### src/rtl/sdrd_pkg.sv
// Shared types and defaults for the SDRD serial word capture block.
// Optional build macro: SDRD_PARITY_EN appends an odd-parity bit to every word.
package sdrd_pkg;

  typedef enum logic {
    IDLE  = 1'b0,
    SHIFT = 1'b1
  } cap_state_e;

  localparam int WORD_W_DEF      = 16;
  localparam int TIMEOUT_CYC_DEF = 255;

  // Number of serial bits that make up one framed word.
  function automatic int word_len(input int word_w);
`ifdef SDRD_PARITY_EN
    return word_w + 1;
`else
    return word_w;
`endif
  endfunction

endpackage

### src/rtl/sdrd_strobe_det.sv
// Rising-edge detector on the SDRD bus qualifier; one strobe per qualifier assertion.
module sdrd_strobe_det (
  input  logic clk,
  input  logic rst_n,
  input  logic sser_n,
  input  logic ba13,
  input  logic ba12,
  input  logic br_w,
  output logic strobe
);

  logic qual;
  logic qual_d;
  logic armed;

  assign qual = ~sser_n & ~ba13 & ba12 & br_w;

  // armed masks the first cycle after reset, when qual_d is still 0 even if qual was already high.
  always_ff @(posedge clk) begin
    // NOTE: sequential state uses non-blocking assignments so every register samples pre-edge values.
    if (!rst_n) begin
      qual_d <= 1'b0;
      armed  <= 1'b0;
    end else begin
      qual_d <= qual;
      armed  <= 1'b1;
    end
  end

  assign strobe = qual & ~qual_d & armed;

endmodule

### src/rtl/sdrd_word_capture.sv
// Assembles SDRD serial read bits (MSB first) into words with a valid/ready output.
// Optional build macro: SDRD_PARITY_EN (word length WORD_W+1, last bit odd parity).
module sdrd_word_capture
  import sdrd_pkg::*;
#(
  parameter int WORD_W      = WORD_W_DEF,
  parameter int TIMEOUT_CYC = TIMEOUT_CYC_DEF
) (
  input  logic              clk,
  input  logic              rst_n,
  input  logic              sser_n,
  input  logic              ba13,
  input  logic              ba12,
  input  logic              br_w,
  input  logic              sdrd,
  output logic [WORD_W-1:0] word,
  output logic              word_valid,
  input  logic              word_ready,
  output logic              overrun,
  output logic              parity_err,
  output logic [4:0]        bit_cnt
);

  localparam int LEN  = word_len(WORD_W);
  localparam int TO_W = $clog2(TIMEOUT_CYC + 1);

  cap_state_e        state;
  logic [LEN-2:0]    shift_q;
  logic [TO_W-1:0]   idle_cnt;
  logic              strobe;
  logic [LEN-1:0]    shift_nxt;
  logic [WORD_W-1:0] data_nxt;
  logic              last_bit;
  logic              parity_ok;
  logic              load;
  logic              drop;

  sdrd_strobe_det u_strobe_det (
    .clk    (clk),
    .rst_n  (rst_n),
    .sser_n (sser_n),
    .ba13   (ba13),
    .ba12   (ba12),
    .br_w   (br_w),
    .strobe (strobe)
  );

  // Only LEN-1 bits are ever held; the final bit is used straight from sdrd.
  assign shift_nxt = {shift_q, sdrd};
  assign last_bit  = strobe && (bit_cnt == 5'(LEN - 1));

`ifdef SDRD_PARITY_EN
  assign data_nxt  = shift_nxt[LEN-1:1];
  assign parity_ok = ^shift_nxt;
`else
  assign data_nxt  = shift_nxt;
  assign parity_ok = 1'b1;
`endif

  assign load = last_bit & parity_ok & (~word_valid | word_ready);
  assign drop = last_bit & parity_ok & word_valid & ~word_ready;

  always_ff @(posedge clk) begin
    if (!rst_n) begin
      state      <= IDLE;
      shift_q    <= '0;
      bit_cnt    <= '0;
      idle_cnt   <= '0;
      word       <= '0;
      word_valid <= 1'b0;
      overrun    <= 1'b0;
    end else begin
      if (load) begin
        word       <= data_nxt;
        word_valid <= 1'b1;
      end else if (word_valid && word_ready) begin
        word_valid <= 1'b0;
      end

      if (drop) begin
        overrun <= 1'b1;
      end

      case (state)
        IDLE: begin
          if (strobe) begin
            shift_q  <= shift_nxt[LEN-2:0];
            bit_cnt  <= 5'd1;
            idle_cnt <= '0;
            state    <= SHIFT;
          end
        end
        SHIFT: begin
          if (strobe) begin
            shift_q  <= shift_nxt[LEN-2:0];
            idle_cnt <= '0;
            if (last_bit) begin
              bit_cnt <= '0;
              state   <= IDLE;
            end else begin
              bit_cnt <= bit_cnt + 5'd1;
            end
          end else if (idle_cnt == TO_W'(TIMEOUT_CYC - 1)) begin
            // Silent abandon of a stalled partial word.
            shift_q  <= '0;
            bit_cnt  <= '0;
            idle_cnt <= '0;
            state    <= IDLE;
          end else begin
            idle_cnt <= idle_cnt + 1'b1;
          end
        end
        default: state <= IDLE;
      endcase
    end
  end

`ifdef SDRD_PARITY_EN
  always_ff @(posedge clk) begin
    if (!rst_n) begin
      parity_err <= 1'b0;
    end else begin
      parity_err <= last_bit & ~parity_ok;
    end
  end
`else
  assign parity_err = 1'b0;
`endif

endmodule
### config.mk
export PLATFORM = sky130hd
export DESIGN_NAME = sdrd_word_capture
export DESIGN_NICKNAME = d
export VERILOG_FILES = /design/src/rtl/sdrd_pkg.sv /design/src/rtl/sdrd_strobe_det.sv /design/src/rtl/sdrd_word_capture.sv
export SDC_FILE = /design/constraint.sdc
export NUM_CORES = 1
export LEC_CHECK = 0
export BUFFER_PORTS_ARGS = -buffer_cell sky130_fd_sc_hd__buf_2
export CORE_MARGIN = 5
export CORE_UTILIZATION = 47
export CTS_CLUSTER_SIZE = 12
export DETAILED_ROUTE_END_ITERATION = 10
export PLACE_DENSITY = 0.72
export SLEW_MARGIN = 20
export SYNTH_ARGS = -nofsm -noshare
export SYNTH_HDL_FRONTEND = slang
export SYNTH_HIERARCHICAL = 1
export SYNTH_SLANG_ARGS = --single-unit
export TNS_END_PERCENT = 1
### constraint.sdc
create_clock -name clk -period 3.6 [get_ports clk]
set_clock_uncertainty 0.1 [all_clocks]
set_input_delay 0.72 -clock clk [delete_from_list [all_inputs] [get_ports clk]]
set_output_delay 0.72 -clock clk [all_outputs]
set_load 0.02 [all_outputs]
## Word-level counts from Yosys, hierarchy flattened

Index checks and enable logic that the tools add are counted.

- Register bits after elaboration: 49
- Input bits: 8
- Output and inout bits: 24
- Logic and storage cells: 55

- Add/sub/neg operators: 2
- Eq/ne operators: 4
- Mux-type cells: 21
- Bitwise gates (word level): 15
- Reductions and logical operators: 4

Operators with widths:

| operator | number |
|---|---|
| 15-bit 2-to-1 mux | 3 |
| 15-bit case mux with 2 select lines | 1 |
| 8-bit 2-to-1 mux | 3 |
| 5-bit 2-to-1 mux | 4 |
| 8-bit case mux with 2 select lines | 1 |
| 5-bit case mux with 2 select lines | 1 |
| 8-bit by 1-bit adder with 8-bit output, second input constant | 1 |
| 1-bit AND | 8 |
| 8-bit == test, second input constant | 1 |
| 1-bit 2-to-1 mux | 7 |
| 1-bit inverter | 6 |
| 5-bit by 1-bit adder with 5-bit output, second input constant | 1 |
| 5-bit by 4-bit == test with 1-bit output, second input constant | 1 |
| 3-bit by 1-bit != test with 1-bit output, second input constant | 1 |
| 1-bit logical AND | 2 |
| 2-bit != test, second input constant | 1 |
| 1-bit case mux with 2 select lines | 1 |
| 2-bit AND reduction | 1 |
| 2-bit nonzero test | 1 |
| 1-bit bitwise OR | 1 |

## Longest topological paths before layout

- Word-level depth: 10
- Mapped depth: 8

## By module

The synthesis kept the hierarchy.

By module, submodules not included:

| module | instances | cells each | area an instance (µm²) |
|---|---|---|---|
| sdrd_word_capture | 1 | 204 | 1,986.9 |
| sdrd_strobe_det | 1 | 6 | 71.3 |

## Worst setup path after synthesis

OpenSTA, ideal clock, no wires.

- Path kind: input-to-reg
- Start point: input port ba13
- End point: register word[0]
- Library setup time: 0.072 ns
- Arrival: 2.223 ns
- Setup slack: 1.205 ns
- Cell stages on the path: 7
- Path through: nand4bb_1 > nor3b_2 > buf_4 > inv_2 > nor4_4 > buf_6 > mux2i_1

- Longest elaborated chain between the ends: 8

RTL lines:

| element | line | text |
|---|---|---|
| start: declaration | sdrd_word_capture.sv:12 | `input logic ba13,` |
| 1-bit inverter | sdrd_strobe_det.sv:16 | `assign qual = ~sser_n & ~ba13 & ba12 & br_w;` |
| 1-bit AND (3 in series) | sdrd_strobe_det.sv:16 |  |
| 1-bit AND (2 in series) | sdrd_strobe_det.sv:30 | `assign strobe = qual & ~qual_d & armed;` |
| net strobe | sdrd_word_capture.sv:30 | `logic strobe;` |
| 1-bit logical AND | sdrd_word_capture.sv:50 | `assign last_bit = strobe && (bit_cnt == 5'(LEN - 1));` |
| 1-bit AND | sdrd_word_capture.sv:60 | `assign load = last_bit & parity_ok & (~word_valid \| word_ready);` |
| end signal: assignment | sdrd_word_capture.sv:74 | `word <= data_nxt;` |
| end: declaration | sdrd_word_capture.sv:16 | `output logic [WORD_W-1:0] word,` |

The timed path passes the listed nets, and every way through them passes these cells.
A chain may end at the register's enable or synchronous reset.

## Final worst setup path

- Start point: input port ba13
- End point: register shift_q[2]

- Longest elaborated chain between the ends: 8
- Elaborated cells between the ends (all ways): 11
- Classes of those cells: eq/ne (2); mux (2); bitwise (6); reduce/logical (1)

RTL lines:

| element | line | text |
|---|---|---|
| 1-bit inverter (*) | sdrd_strobe_det.sv:16 |  |
| 1-bit AND (*) (3 in series) | sdrd_strobe_det.sv:16 |  |
| 1-bit AND (*) (2 in series) | sdrd_strobe_det.sv:30 |  |
| net strobe | sdrd_word_capture.sv:30 |  |
| 15-bit 2-to-1 mux, or another cell as far along | sdrd_word_capture.sv:94 | `if (strobe) begin` |
| 15-bit case mux with 2 select lines or 2-bit AND reduction (tied branches) | n/a |  |
| end signal: assignment | sdrd_word_capture.sv:87 | `shift_q <= shift_nxt[LEN-2:0];` |
| end signal: assignment | sdrd_word_capture.sv:95 | `shift_q <= shift_nxt[LEN-2:0];` |
| end: declaration | sdrd_word_capture.sv:28 | `logic [LEN-2:0] shift_q;` |

Mark *: on every way through the listed nets, which the timed path passes. The rest lies on a longest branch.

==> impl_table.tex <==
\begin{tabular}{lr}
\hline
Metric & Value \\
\hline
\multicolumn{2}{l}{\textbf{GRT}} \\
\quad Pin count of the biggest net entering global routing & 30 \\
\quad GR peak layer & met2 \\
\quad Total track usage & 14.1\% \\
\quad Global routing usage on met2 & 20.9\% \\
\quad Vias in the first global route & 1571 \\
\quad Initial antenna violation count & 0 \\
\quad Global-route wire length before repair & 6940 microns \\
\quad GR met3 Demand/Resource & 4.73\% \\
\quad Remaining global-route overflow & 0 \\
\quad Global-route met1 utilization & between 15 and 20\% \\
\multicolumn{2}{l}{\textbf{Finish}} \\
\quad Diode count & 0 \\
\quad Top library cells by usage in the layout, fill and taps aside & sky130\_fd\_sc\_hd\_\_dfxtp\_1, sky130\_fd\_sc\_hd\_\_nand2\_1, sky130\_fd\_sc\_hd\_\_buf\_2, sky130\_fd\_sc\_hd\_\_mux2i\_1, sky130\_fd\_sc\_hd\_\_a22o\_1 \\
\quad Most common cell after layout, fill and taps aside & sky130\_fd\_sc\_hd\_\_dfxtp\_1 \\
\quad Nets@finish & $\sim$240 \\
\quad Layout overhead on the synthesized area & 11.0\% \\
\quad Share of layout cells above drive strength 1 & about a fifth \\
\quad End-of-flow core utilization & 53.2\% \\
\multicolumn{2}{l}{\textbf{Synth}} \\
\quad Post-synthesis instance area & 2060 sq um \\
\quad Post-synth ARST share & 0\% \\
\quad Area fraction in compound gates after synthesis & 18.2\% \\
\quad Warning count from the yosys run & 6 \\
\quad Number of synthesized flops with an enable pin & 0 \\
\quad Sequential area share after synthesis & between 40\% and 50\% \\
\quad Fraction of synthesized cell area in xor and xnor cells & 0\% \\
\quad Simple-gate share of the synthesized area & 18.9\% \\
\quad Mean instance size in the synthesized netlist & 9.80 sq um \\
\quad Dominant combinational cell family by area after synthesis & simple AND/OR/NAND/NOR gates \\
\quad Number of storage elements in the synthesis netlist & 49 \\
\quad Syn\_nets & 221 \\
\quad Distinct cell type count after synthesis & 48 \\
\quad Most used flip-flop cell after synthesis & sky130\_fd\_sc\_hd\_\_dfxtp\_1 \\
\quad Synth Area in Adders & 1.82\% \\
\quad Cells after synthesis & 210 \\
\quad Mux cell area share after synthesis & $\sim$7.8\% \\
\multicolumn{2}{l}{\textbf{Detailed routing}} \\
\quad Avg WL per Cell & 13.3 microns \\
\quad Via density per instance & 5.53 \\
\quad DRC Markers & 0 \\
\quad Overall via count from detail\_route & 1581 \\
\quad DRT antenna net count & 0 \\
\quad Post-Route WL & 3810 microns \\
\quad Count of routing violations after the opening detailed-route iteration & 60 \\
\quad First drt pass iteration count & 4 \\
\multicolumn{2}{l}{\textbf{Setup path}} \\
\quad Critical path fanouts, max & 14 \\
\quad Critical path launch point type & input pin \\
\quad Arrival time reported for the critical path endpoint & 2.47 ns \\
\quad Setup Crit Path Kind & input pin to flop \\
\quad CP endpoint kind & flop \\
\quad Crit path required time & 3.70 ns \\
\multicolumn{2}{l}{\textbf{Clock network}} \\
\quad Clock buffer depth & 2 \\
\quad Clock Root Buffer & sky130\_fd\_sc\_hd\_\_clkbuf\_8 \\
\quad Resize count post-CTS & 0 \\
\quad Hold Buf Count CTS & 0 \\
\quad Worst-skew pair later-pin latency & 0.30 ns \\
\quad \# H-tree levels & 2 \\
\quad TritonCTS buffer count & 5 \\
\quad Clock tree from TritonCTS & built \\
\quad Sinks on the clock net & 49 \\
\quad Post-CTS setup buffer count & 0 \\
\quad Clk pin slew, worst setup/hold paths & 0.10 ns \\
\multicolumn{2}{l}{\textbf{Placed design}} \\
\quad Final Wtd Congestion & between 0.8 and 0.9 \\
\quad Number of I/O port buffers & 30 \\
\quad DPL Wire Length & 2600 microns \\
\multicolumn{2}{l}{\textbf{Power}} \\
\quad Final Total Pwr & 904 uW \\
\quad Power per cell area & 396 nW/um\^{}2 \\
\quad Leakage power summed over all cells & 0.852 nW \\
\quad Worst ir drop on vdd & 0.000156 V \\
\multicolumn{2}{l}{\textbf{Die}} \\
\quad Die boundary height & 76.2 microns \\
\quad Initial Utilization & 47.9\% \\
\quad Total core area & 4290 sq um \\
\quad Total Die Area & 5800 sq um \\
\quad Top-Level Pins & 32 \\
\quad Width of the die & 76.2 microns \\
\quad \# rows & 24 \\
\multicolumn{2}{l}{\textbf{Outcome}} \\
\quad Result of the run & finished clean \\
\multicolumn{2}{l}{\textbf{STA}} \\
\quad Normalized max-slew margin & between 50\% and 60\% \\
\quad Measured slew at the worst slew-check pin & 0.671 ns \\
\quad Final Critical Period & 2.37 ns \\
\quad Fin. max-slew vios & 0 \\
\quad Final hold viol count & 0 \\
\quad Summed negative setup slack over all endpoints & 0 ns \\
\quad Unrepaired setup endpoints after global routing & no \\
\quad Final setup vio count & 0 \\
\quad Timing-limited maximum frequency & 422 MHz \\
\quad Ratio of final minimum period to clock period & about 66\% \\
\multicolumn{2}{l}{\textbf{Hold path}} \\
\quad Classification of the worst-slack hold path & flop to flop \\
\multicolumn{2}{l}{\textbf{Flow run}} \\
\quad Max-cap violation count & 0 \\
\hline
\end{tabular}
-- cells by family after synthesis --
kind of cell             Yosys count
AO/OA/AOI/OAI                     49
flip-flops                        49
other                              1
AND/OR/NAND/NOR                   72
adder cells (fa/ha/maj)            3
multiplexers                      16
buffers and inverters             20
-- worst max-delay path, stage by stage --
cell and delay, ns:
sky130_fd_sc_hd__buf_2 0.09, sky130_fd_sc_hd__nand4bb_1 0.23, sky130_fd_sc_hd__nor3b_2 0.51, sky130_fd_sc_hd__nand2b_1 0.42, sky130_fd_sc_hd__a31oi_2 0.22, sky130_fd_sc_hd__a22o_1 0.29
-- worst paths after layout --
kind | start | slack, ns | cells after the start | to
max | ba13 | 1.23 | 6 | shift_q[2]
max reg2reg | idle_cnt[0] | 1.62 | 5 | shift_q[2]
min | word[0] | 0.36 | 2 | word[0]
min reg2reg | word[0] | 0.36 | 2 | word[0]
-- cell usage after synthesis (2+ instances only) --
cell type                  number  area [sq um]
sky130_fd_sc_hd__a211oi_1       2          15.0
sky130_fd_sc_hd__a21oi_1        4          20.0
sky130_fd_sc_hd__a22o_1        14           123
sky130_fd_sc_hd__a311oi_1       3          26.3
sky130_fd_sc_hd__a31oi_1        3          18.8
sky130_fd_sc_hd__a32o_1         2          20.0
sky130_fd_sc_hd__and2_1         3          18.8
sky130_fd_sc_hd__and3_1         2          12.5
sky130_fd_sc_hd__buf_2          5          25.0
sky130_fd_sc_hd__buf_4          2          15.0
sky130_fd_sc_hd__clkbuf_1       7          26.3
sky130_fd_sc_hd__dfxtp_1       49           981
sky130_fd_sc_hd__ha_1           3          37.5
sky130_fd_sc_hd__inv_1          3          11.3
sky130_fd_sc_hd__mux2i_1       16           160
sky130_fd_sc_hd__nand2_1       40           150
sky130_fd_sc_hd__nand2b_1       3          18.8
sky130_fd_sc_hd__nand3_1        6          30.0
sky130_fd_sc_hd__nor2_1         2          7.51
sky130_fd_sc_hd__nor2b_1        2          12.5
sky130_fd_sc_hd__nor4b_1        3          26.3
sky130_fd_sc_hd__o211ai_1       2          15.0
sky130_fd_sc_hd__o21a_1         3          22.5
sky130_fd_sc_hd__o21ai_0        6          30.0
sky130_fd_sc_hd__o31ai_1        2          15.0
-- metrics by stage --
stage / worst slack, ns / std cells / hold slack (ns) / area, sq um
detailed placement: 0.895 / 278 / 0.344 / 2190
global route: 1.08 / 286 / 0.387 / 2280
finish: 1.23 / 286 / 0.356 / 2280
CTS: 1.23 / 286 / 0.359 / 2280
floorplan: 1.21 / 210 / 0.341 / 2060
global placement: 0.925 / 278 / 0.339 / 2190
-- power breakdown --
part | leakage [nW] | switching (mW) | total [mW] | internal (mW)
clock | 0.0447 | 0.189 | 0.329 | 0.140
sequential | 0.395 | 0.00422 | 0.548 | 0.544
combinational | 0.412 | 0.0184 | 0.0268 | 0.00839
-- per-layer routing --
layer	wire length, microns	share of wire, %	vias up
met5	0	0	-
met4	69	1.8	0
met3	195	5.1	6
met2	1670	44	28
met1	1870	49	747
li1	-	-	800
-- registers in the layout, summed over array words and instances (netlist names) --
signal,count
word_valid,1
state,1
bit_cnt,5
shift_q,15
idle_cnt,8
overrun,1
u_strobe_det/qual_d,1
u_strobe_det/armed,1
word,16
-- cell type report --
cell class / count / area (sq um)
timing repair buffer: 32 / 165
inverter: 4 / 15.0
multi-input combinational: 141 / 965
tap: 52 / 65.1
clock buffer: 5 / 68.8
clock inverter: 3 / 25.0
fill: 401 / 2010
sequential: 49 / 981
Note: power is estimated with default switching activity, not from simulation.
